[src/rtl/decode.sv]
// Fetch-to-decode queue with combinational decode of the head entry.
// Optional build macro DECODE_ILLEGAL_EN flags unrecognised opcodes as illegal.
package decode_pkg;

    typedef struct packed {
        logic        fault_page;
        logic        fault;
        logic [31:0] pc;
        logic [31:0] instr;
    } fq_entry_t;

    localparam logic [2:0] OPC_ALU    = 3'd0;
    localparam logic [2:0] OPC_LSU    = 3'd1;
    localparam logic [2:0] OPC_BRANCH = 3'd2;
    localparam logic [2:0] OPC_SYSTEM = 3'd3;
    localparam logic [2:0] OPC_MULDIV = 3'd4;
    localparam logic [2:0] OPC_NONE   = 3'd7;

    localparam logic [6:0] OP_LUI      = 7'b0110111;
    localparam logic [6:0] OP_AUIPC    = 7'b0010111;
    localparam logic [6:0] OP_IMM      = 7'b0010011;
    localparam logic [6:0] OP_OP       = 7'b0110011;
    localparam logic [6:0] OP_MISC_MEM = 7'b0001111;
    localparam logic [6:0] OP_LOAD     = 7'b0000011;
    localparam logic [6:0] OP_STORE    = 7'b0100011;
    localparam logic [6:0] OP_BRANCH   = 7'b1100011;
    localparam logic [6:0] OP_JAL      = 7'b1101111;
    localparam logic [6:0] OP_JALR     = 7'b1100111;
    localparam logic [6:0] OP_SYSTEM   = 7'b1110011;

endpackage

module decode
    import decode_pkg::*;
#(
    parameter int unsigned DEPTH = 2
) (
    input  logic        clk,
    input  logic        rst,
    input  logic        f_valid_i,
    input  logic [31:0] f_instr_i,
    input  logic [31:0] f_pc_i,
    input  logic        f_fault_i,
    input  logic        f_fault_page_i,
    output logic        f_accept_o,
    input  logic        squash_decode_i,
    output logic        d_valid_o,
    input  logic        d_accept_i,
    output logic [31:0] d_instr_o,
    output logic [31:0] d_pc_o,
    output logic        d_fault_o,
    output logic        d_fault_page_o,
    output logic [2:0]  d_opclass_o,
    output logic [4:0]  d_rd_o,
    output logic [4:0]  d_ra_o,
    output logic [4:0]  d_rb_o,
    output logic        d_illegal_o
);

    localparam int unsigned PTR_W = $clog2(DEPTH);
    localparam int unsigned CNT_W = $clog2(DEPTH + 1);

    fq_entry_t        mem [DEPTH];
    logic [PTR_W-1:0] rd_ptr;
    logic [PTR_W-1:0] wr_ptr;
    logic [CNT_W-1:0] count;
    logic             push;
    logic             pop;

    assign f_accept_o = (count != CNT_W'(DEPTH));
    assign d_valid_o  = (count != '0);
    assign push       = f_valid_i && f_accept_o && !squash_decode_i;
    assign pop        = d_valid_o && d_accept_i && !squash_decode_i;

    // Queue pointers and occupancy; squash wins over any same-cycle push/pop.
    always_ff @(posedge clk or negedge rst) begin
        if (!rst) begin
            rd_ptr <= '0;
            wr_ptr <= '0;
            count  <= '0;
        end else if (squash_decode_i) begin
            rd_ptr <= '0;
            wr_ptr <= '0;
            count  <= '0;
        end else begin
            if (push) wr_ptr <= wr_ptr + PTR_W'(1);
            if (pop)  rd_ptr <= rd_ptr + PTR_W'(1);
            case ({push, pop})
                2'b10:   count <= count + CNT_W'(1);
                2'b01:   count <= count - CNT_W'(1);
                default: count <= count;
            endcase
        end
    end

    // Payload storage is not reset; reads are gated by d_valid_o.
    always_ff @(posedge clk) begin
        if (push) begin
            mem[wr_ptr] <= '{fault_page: f_fault_page_i, fault: f_fault_i,
                             pc: f_pc_i, instr: f_instr_i};
        end
    end

    fq_entry_t  head;
    logic [6:0] opcode;
    logic [2:0] funct3;
    logic [6:0] funct7;
    logic [2:0] cls;
    logic       rd_zero;
    logic       faulted;

    // Decode of the head entry.
    always_comb begin
        head    = mem[rd_ptr];
        opcode  = head.instr[6:0];
        funct3  = head.instr[14:12];
        funct7  = head.instr[31:25];
        faulted = head.fault | head.fault_page;
        cls     = OPC_NONE;
        rd_zero = 1'b0;

        d_instr_o      = '0;
        d_pc_o         = '0;
        d_fault_o      = 1'b0;
        d_fault_page_o = 1'b0;
        d_opclass_o    = OPC_NONE;
        d_rd_o         = '0;
        d_ra_o         = '0;
        d_rb_o         = '0;
        d_illegal_o    = 1'b0;

        case (opcode)
            OP_LUI, OP_AUIPC, OP_IMM, OP_MISC_MEM: cls = OPC_ALU;
            OP_OP:      cls = (funct7 == 7'b0000001) ? OPC_MULDIV : OPC_ALU;
            OP_LOAD:    cls = OPC_LSU;
            OP_STORE: begin
                cls     = OPC_LSU;
                rd_zero = 1'b1;
            end
            OP_BRANCH: begin
                cls     = OPC_BRANCH;
                rd_zero = 1'b1;
            end
            OP_JAL, OP_JALR: cls = OPC_BRANCH;
            OP_SYSTEM: begin
                cls     = OPC_SYSTEM;
                rd_zero = (funct3 == 3'b000);
            end
            default:    cls = OPC_NONE;
        endcase

        if (d_valid_o) begin
            d_instr_o      = head.instr;
            d_pc_o         = head.pc;
            d_fault_o      = head.fault;
            d_fault_page_o = head.fault_page;
            if (!faulted) begin
`ifdef DECODE_ILLEGAL_EN
                d_opclass_o = cls;
                d_illegal_o = (cls == OPC_NONE);
`else
                d_opclass_o = (cls == OPC_NONE) ? OPC_ALU : cls;
`endif
                d_rd_o = rd_zero ? 5'd0 : head.instr[11:7];
                d_ra_o = head.instr[19:15];
                d_rb_o = head.instr[24:20];
            end
        end
    end

endmodule

[config.mk]
export PLATFORM = sky130hd
export DESIGN_NAME = decode
export DESIGN_NICKNAME = d
export VERILOG_FILES = /design/src/rtl/decode.sv
export SDC_FILE = /design/constraint.sdc
export NUM_CORES = 1
export LEC_CHECK = 0
export ABC_CLOCK_PERIOD_IN_PS = 8230
export BUFFER_PORTS_ARGS = -buffer_cell sky130_fd_sc_hd__buf_2
export CORE_UTILIZATION = 50
export DETAILED_ROUTE_END_ITERATION = 10
export GPL_TIMING_DRIVEN = 0
export PLACE_DENSITY = 0.77
export SLEW_MARGIN = 20
export SYNTH_ARGS = -nofsm -noshare
export SYNTH_HDL_FRONTEND = slang
export SYNTH_SLANG_ARGS = --single-unit
[constraint.sdc]
create_clock -name clk -period 8.23 [get_ports clk]
set_input_delay 2.469 -clock clk [delete_from_list [all_inputs] [get_ports clk]]
set_output_delay 2.469 -clock clk [all_outputs]
set_load 0.01 [all_outputs]
After elaboration in Yosys (flattened, before gate mapping)
Memory sizes are Yosys's and may differ from the RTL's. Index checks and enable logic that the tools add are counted.

Add/subtract/negate cells: 4. Multiply operators: 0. Div/mod/pow operators: 0. $lt $le $gt $ge: 0. Equal/unequal tests: 16. Shift-type cells: 0. Multiplexer cells: 25. Bitwise logic cells: 1. Reductions and logical operators: 14.

Operators by type and width (count): 32-bit 2-to-1 mux (2); 5-bit 2-to-1 mux (7); 7-bit == test (second input constant) (4); 7-bit by 6-bit == test with 1-bit output (second input constant) (3); 3-bit one-hot mux with 5 select lines (1); 7-bit by 5-bit == test with 1-bit output (second input constant) (2); 3-bit 2-to-1 mux (4); 1-bit 2-to-1 mux (8); 7-bit by 1-bit == test with 1-bit output (second input constant) (1); 7-bit by 2-bit == test with 1-bit output (second input constant) (1); 7-bit by 4-bit == test with 1-bit output (second input constant) (1); 2-bit nonzero test (3); 1-bit logical AND (4); 2-bit one-hot mux with 2 select lines (1); 2-bit OR reduction (2); 4-bit OR reduction (1); 3-bit == test (second input constant) (1); 3-bit logical NOT (1); 3-bit nonzero test (1); 3-bit OR reduction (1); 1-bit adder (second input constant) (2); 2-bit by 1-bit adder with 2-bit output (second input constant) (1); 2-bit by 1-bit == test with 1-bit output (second input constant) (1); 2-bit == test (second input constant) (1); 6 further kinds (6).

Flip-flop bits (word level): 4. Bits in latches: 0. Memory bits (writable): 132. Memory bits (read-only): 0. Bits of input ports: 71. Output and inout port bits: 87. Word-level logic and storage cells: 64. Memories kept: 1.

Memory list: mem (words 2, bits a word 66, read ports 1, clocked after memory_dff 0, wr ports 1, RTL line 63) `fq_entry_t mem [DEPTH];`.

Logic depth before layout (Yosys ltp)
An unclocked memory read counts as a cell.

Depth in word-level cells: 8. Depth in mapped cells: 7. Mapped depth without buffers: 5.

Least setup slack after synthesis
No wires, ideal clock.

Path kind: input to register. Start: input f_valid_i. End: memory mem[1][0] (netlist bit) (enable). Library setup time: 585 ps. Arrival time: 7402 ps. Data required time: 7645 ps. Setup slack: 244 ps. Stages: 2. Path buffers: 0. Cells stage by stage: nand2_1 nor3b_1.

Longest elaborated chain between the ends: 4.

Ends and longest elaborated chain: start: declaration (RTL line 40) `input logic f_valid_i,`; 1-bit logical AND (2 in a row) (RTL line 72) `assign push = f_valid_i && f_accept_o && !squash_decode_i;`; 1-bit 2-to-1 mux (RTL line 98) `if (push) begin`; 1-bit 2-to-1 mux (not written as such) (RTL line 99) `mem[wr_ptr] <= '{fault_page: f_fault_page_i, fault: f_fault_i,`; end: declaration (RTL line 63).

No other way between the ends.

Worst setup path in the final report
Start: register count[0]. End: output d_instr_o[6].

Longest elaborated chain between the ends: 2.

Ends and longest elaborated chain: start: declaration (RTL line 66) `logic [CNT_W-1:0] count;`; start signal: assignment (RTL line 89) `2'b10: count <= count + CNT_W'(1);`; start signal: assignment (RTL line 90) `2'b01: count <= count - CNT_W'(1);`; start signal: assignment (RTL line 91) `default: count <= count;`; 2-bit nonzero test (RTL line 71) `assign d_valid_o = (count != '0);`; 32-bit 2-to-1 mux (RTL line 152) `if (d_valid_o) begin`; end: declaration (RTL line 49) `output logic [31:0] d_instr_o,`.

No other way between the ends.

==> summary.txt <==
HP Class = reg -> reg
CP arrival = 2.41 ns
Routed via count = 3676
Worst-path maximum fanout = 10
Commonest non-fill, non-tap cells in the layout = 161 x buf_2, 132 x edfxtp_1, 71 x nor2_1, 65 x mux2i_1, 17 x nor3_2
LEAKAGE = 0.00291 uW
Slew margin rel. = 50.3%
Post-DRT Antenna Nets = 0
Worst slew pin tran = 0.742 ns
Syn_area_per_cell = 15.6 sq um
Worst skew pair latency = 0.51 ns
P&R area growth vs syn = 29.2%
Cell count after synthesis = 360
Antenna violations before repair = 0
Fin util = 66.8%
VDD IR max = 158 uV
Met3 Usage GRT = 7.05%
Largest net degree at the start of global routing = 17
Fillers = 804
Worst hold endpoint = wr_ptr$_DFFE_PN0P_
Hold_buf cts = 0
R2R depth = 7
Crit path kind = reg -> out
Port bufs = 156
Final cell count without fillers = 701
DIE WIDTH = 108 um
Die area = 11700 sq um
Worst reg2reg path endpoint = mem[0][36]$_DFFE_PP_
Pwr dens = 236 nW/um^2
Starting density of the core = 51.7%
Final worst path period share = 59.3%
Worst setup SP type = register
EDFF count, synth = 132
CTS tree = yes
Register bit total from synthesis = 136
Slew Limit Fails = 0
Nets = 620
Setup crit end kind = primary output
Synth async-reset ratio = 2.94%
First-pass DRT Iterations = 4
Fmax achieved = 205 MHz
Post-place setup slack = 3.81 ns
Vias per inst = 5.24
Post-synth net total = 431
Most common cell after layout, fill and taps aside = buf_2
Top Ports = 158
Max Cap Viol = 0
Number of remaining DRC errors = 0
DR WL/cell = 17.4 um
Finished Cell Area = 7280 sq um
Worst path required time = 5.76 ns
Outcome = complete, no violations
Overflow after GRT = 0
Placed Cells = 670
Ys Warns = 0
M1 GR Usage = 24.1%
Die H = 108 um
Std-Cell Rows = 38
Hold path cells = 2
Clk_skew = 0.00605 ns
Reg clk slew, reported paths = 0.06 ns
GR Layer Usage met2 = 38.6%
Diodes inserted = 0
Final setup violation count = 0
Post-CTS Resized = 0
Setup Buffers After CTS = 0
Worst Slack Setup Final = 3.35 ns
FF-to-FF Start = count[0]$_DFFE_PN0P_
Core area = 10900 sq um
RePlAce Congestion = 0.763
Hold_sp = wr_ptr$_DFFE_PN0P_
First-pass GRT wire length = 18500 um
Post-DP HPWL = 8750 um
GRT busiest layer = met2
Share of layout cells above drive strength 1 = 42.2%
Share of the yosys chip area belonging to registers = 72.2%
Placed cell area = 6720 sq um
Minimum clock period = 4.88 ns
Total Routing Usage GR = 21.7%
Endpoints failing hold = 0
RSZ-0062 raised after global routing = no
CTS buffer count = 17
TritonCTS sink count = 136
Vias in the first global route = 3807
H-tree depth = 4
1st-iter DRT viols = 148
R2R Setup Slk = 5.87 ns
Predominant post-synthesis flop cell = edfxtp_1
Root Driver = clkbuf_8
Number of library cell types mapped by synthesis = 40
Synthesized area = 5630 sq um
Clock tree buffer depth = 2
WL final = 12200 um
## power by group
part	internal, uW	switching (uW)
Clock	455	260
Sequential	793	9.81
Combinational	81.0	120
## metal layers
metal / vias up / wire length [um]
li1: 1725 / -
met4: 0 / 162
met3: 15 / 841
met2: 145 / 6330
met1: 1791 / 4880
met5: - / 0
## sequential cells by signal (all words and copies together) (netlist names)
register and cells:
count 2, rd_ptr 1, mem 132, wr_ptr 1
## worst max-delay path by stage
stage                         start                   end  slack (ns)  depth (start not counted)
3_3_place_gp              f_valid_i  mem[1][36]$_DFFE_PP_       -2.49                          3
6_report       count[0]$_DFFE_PN0P_          d_instr_o[6]        3.35                          5
5_1_grt        count[0]$_DFFE_PN0P_          d_instr_o[6]        3.15                          5
3_5_place_dp              f_valid_i  mem[0][36]$_DFFE_PP_        3.81                          7
4_1_cts        count[0]$_DFFE_PN0P_          d_instr_o[6]        3.30                          5
2_1_floorplan             f_valid_i   mem[1][0]$_DFFE_PP_        0.24                          2
## cell usage after synthesis (3+ instances only)
cell type  instances  area (sq um)
nand2b_1           3          18.8
nor3_2            16           160
buf_6              3          33.8
buf_2              5          25.0
nor3_1             3          15.0
nor2_1            71           267
edfxtp_1         132          3960
a21oi_1            5          25.0
buf_4              5          37.5
dfrtp_1            4           100
clkbuf_1           6          22.5
o21ai_0            3          15.0
mux2i_1           65           651
nand2_1            7          26.3
## through the flow
stage / total power (uW) / TNS (ns) / hold WS, ns
global placement: 1010 / -292.87 / 0.537
global route: 1770 / 0 / 0.637
finish: 1720 / 0 / 0.596
floorplan: 935 / 0 / 0.519
detailed placement: 1020 / 0 / 0.581
CTS: 1730 / 0 / 0.598
## cell families after synthesis
logic type | share of synthesized area, %
AOI/OAI and AO/OA | 2.31
xor gates and xnor gates | 0.311
buffers and inverters | 2.31
DFF | 72.2
muxes | 11.8
other | 0.0666
and+or+nand+nor | 11.1
## area by class of cell
type	count	area (sq um)	area share (%)
clock inverters	11	131	1.81
well taps	140	175	2.41
plain buffers	20	123	1.69
clock buffers	20	425	5.85
repair buffers	170	905	12.4
inverters	2	7.51	0.103
flip-flops and latches	136	4060	55.8
multi-input cells	202	1450	19.9
## critical path, cell delays in order (launching register included)
cell and delay, ns:
dfrtp_1 0.41, nor2_1 0.14, clkbuf_1 0.54, clkbuf_1 0.49, nor2_1 0.14, buf_2 0.17
Power figures use the tool's default switching activity.
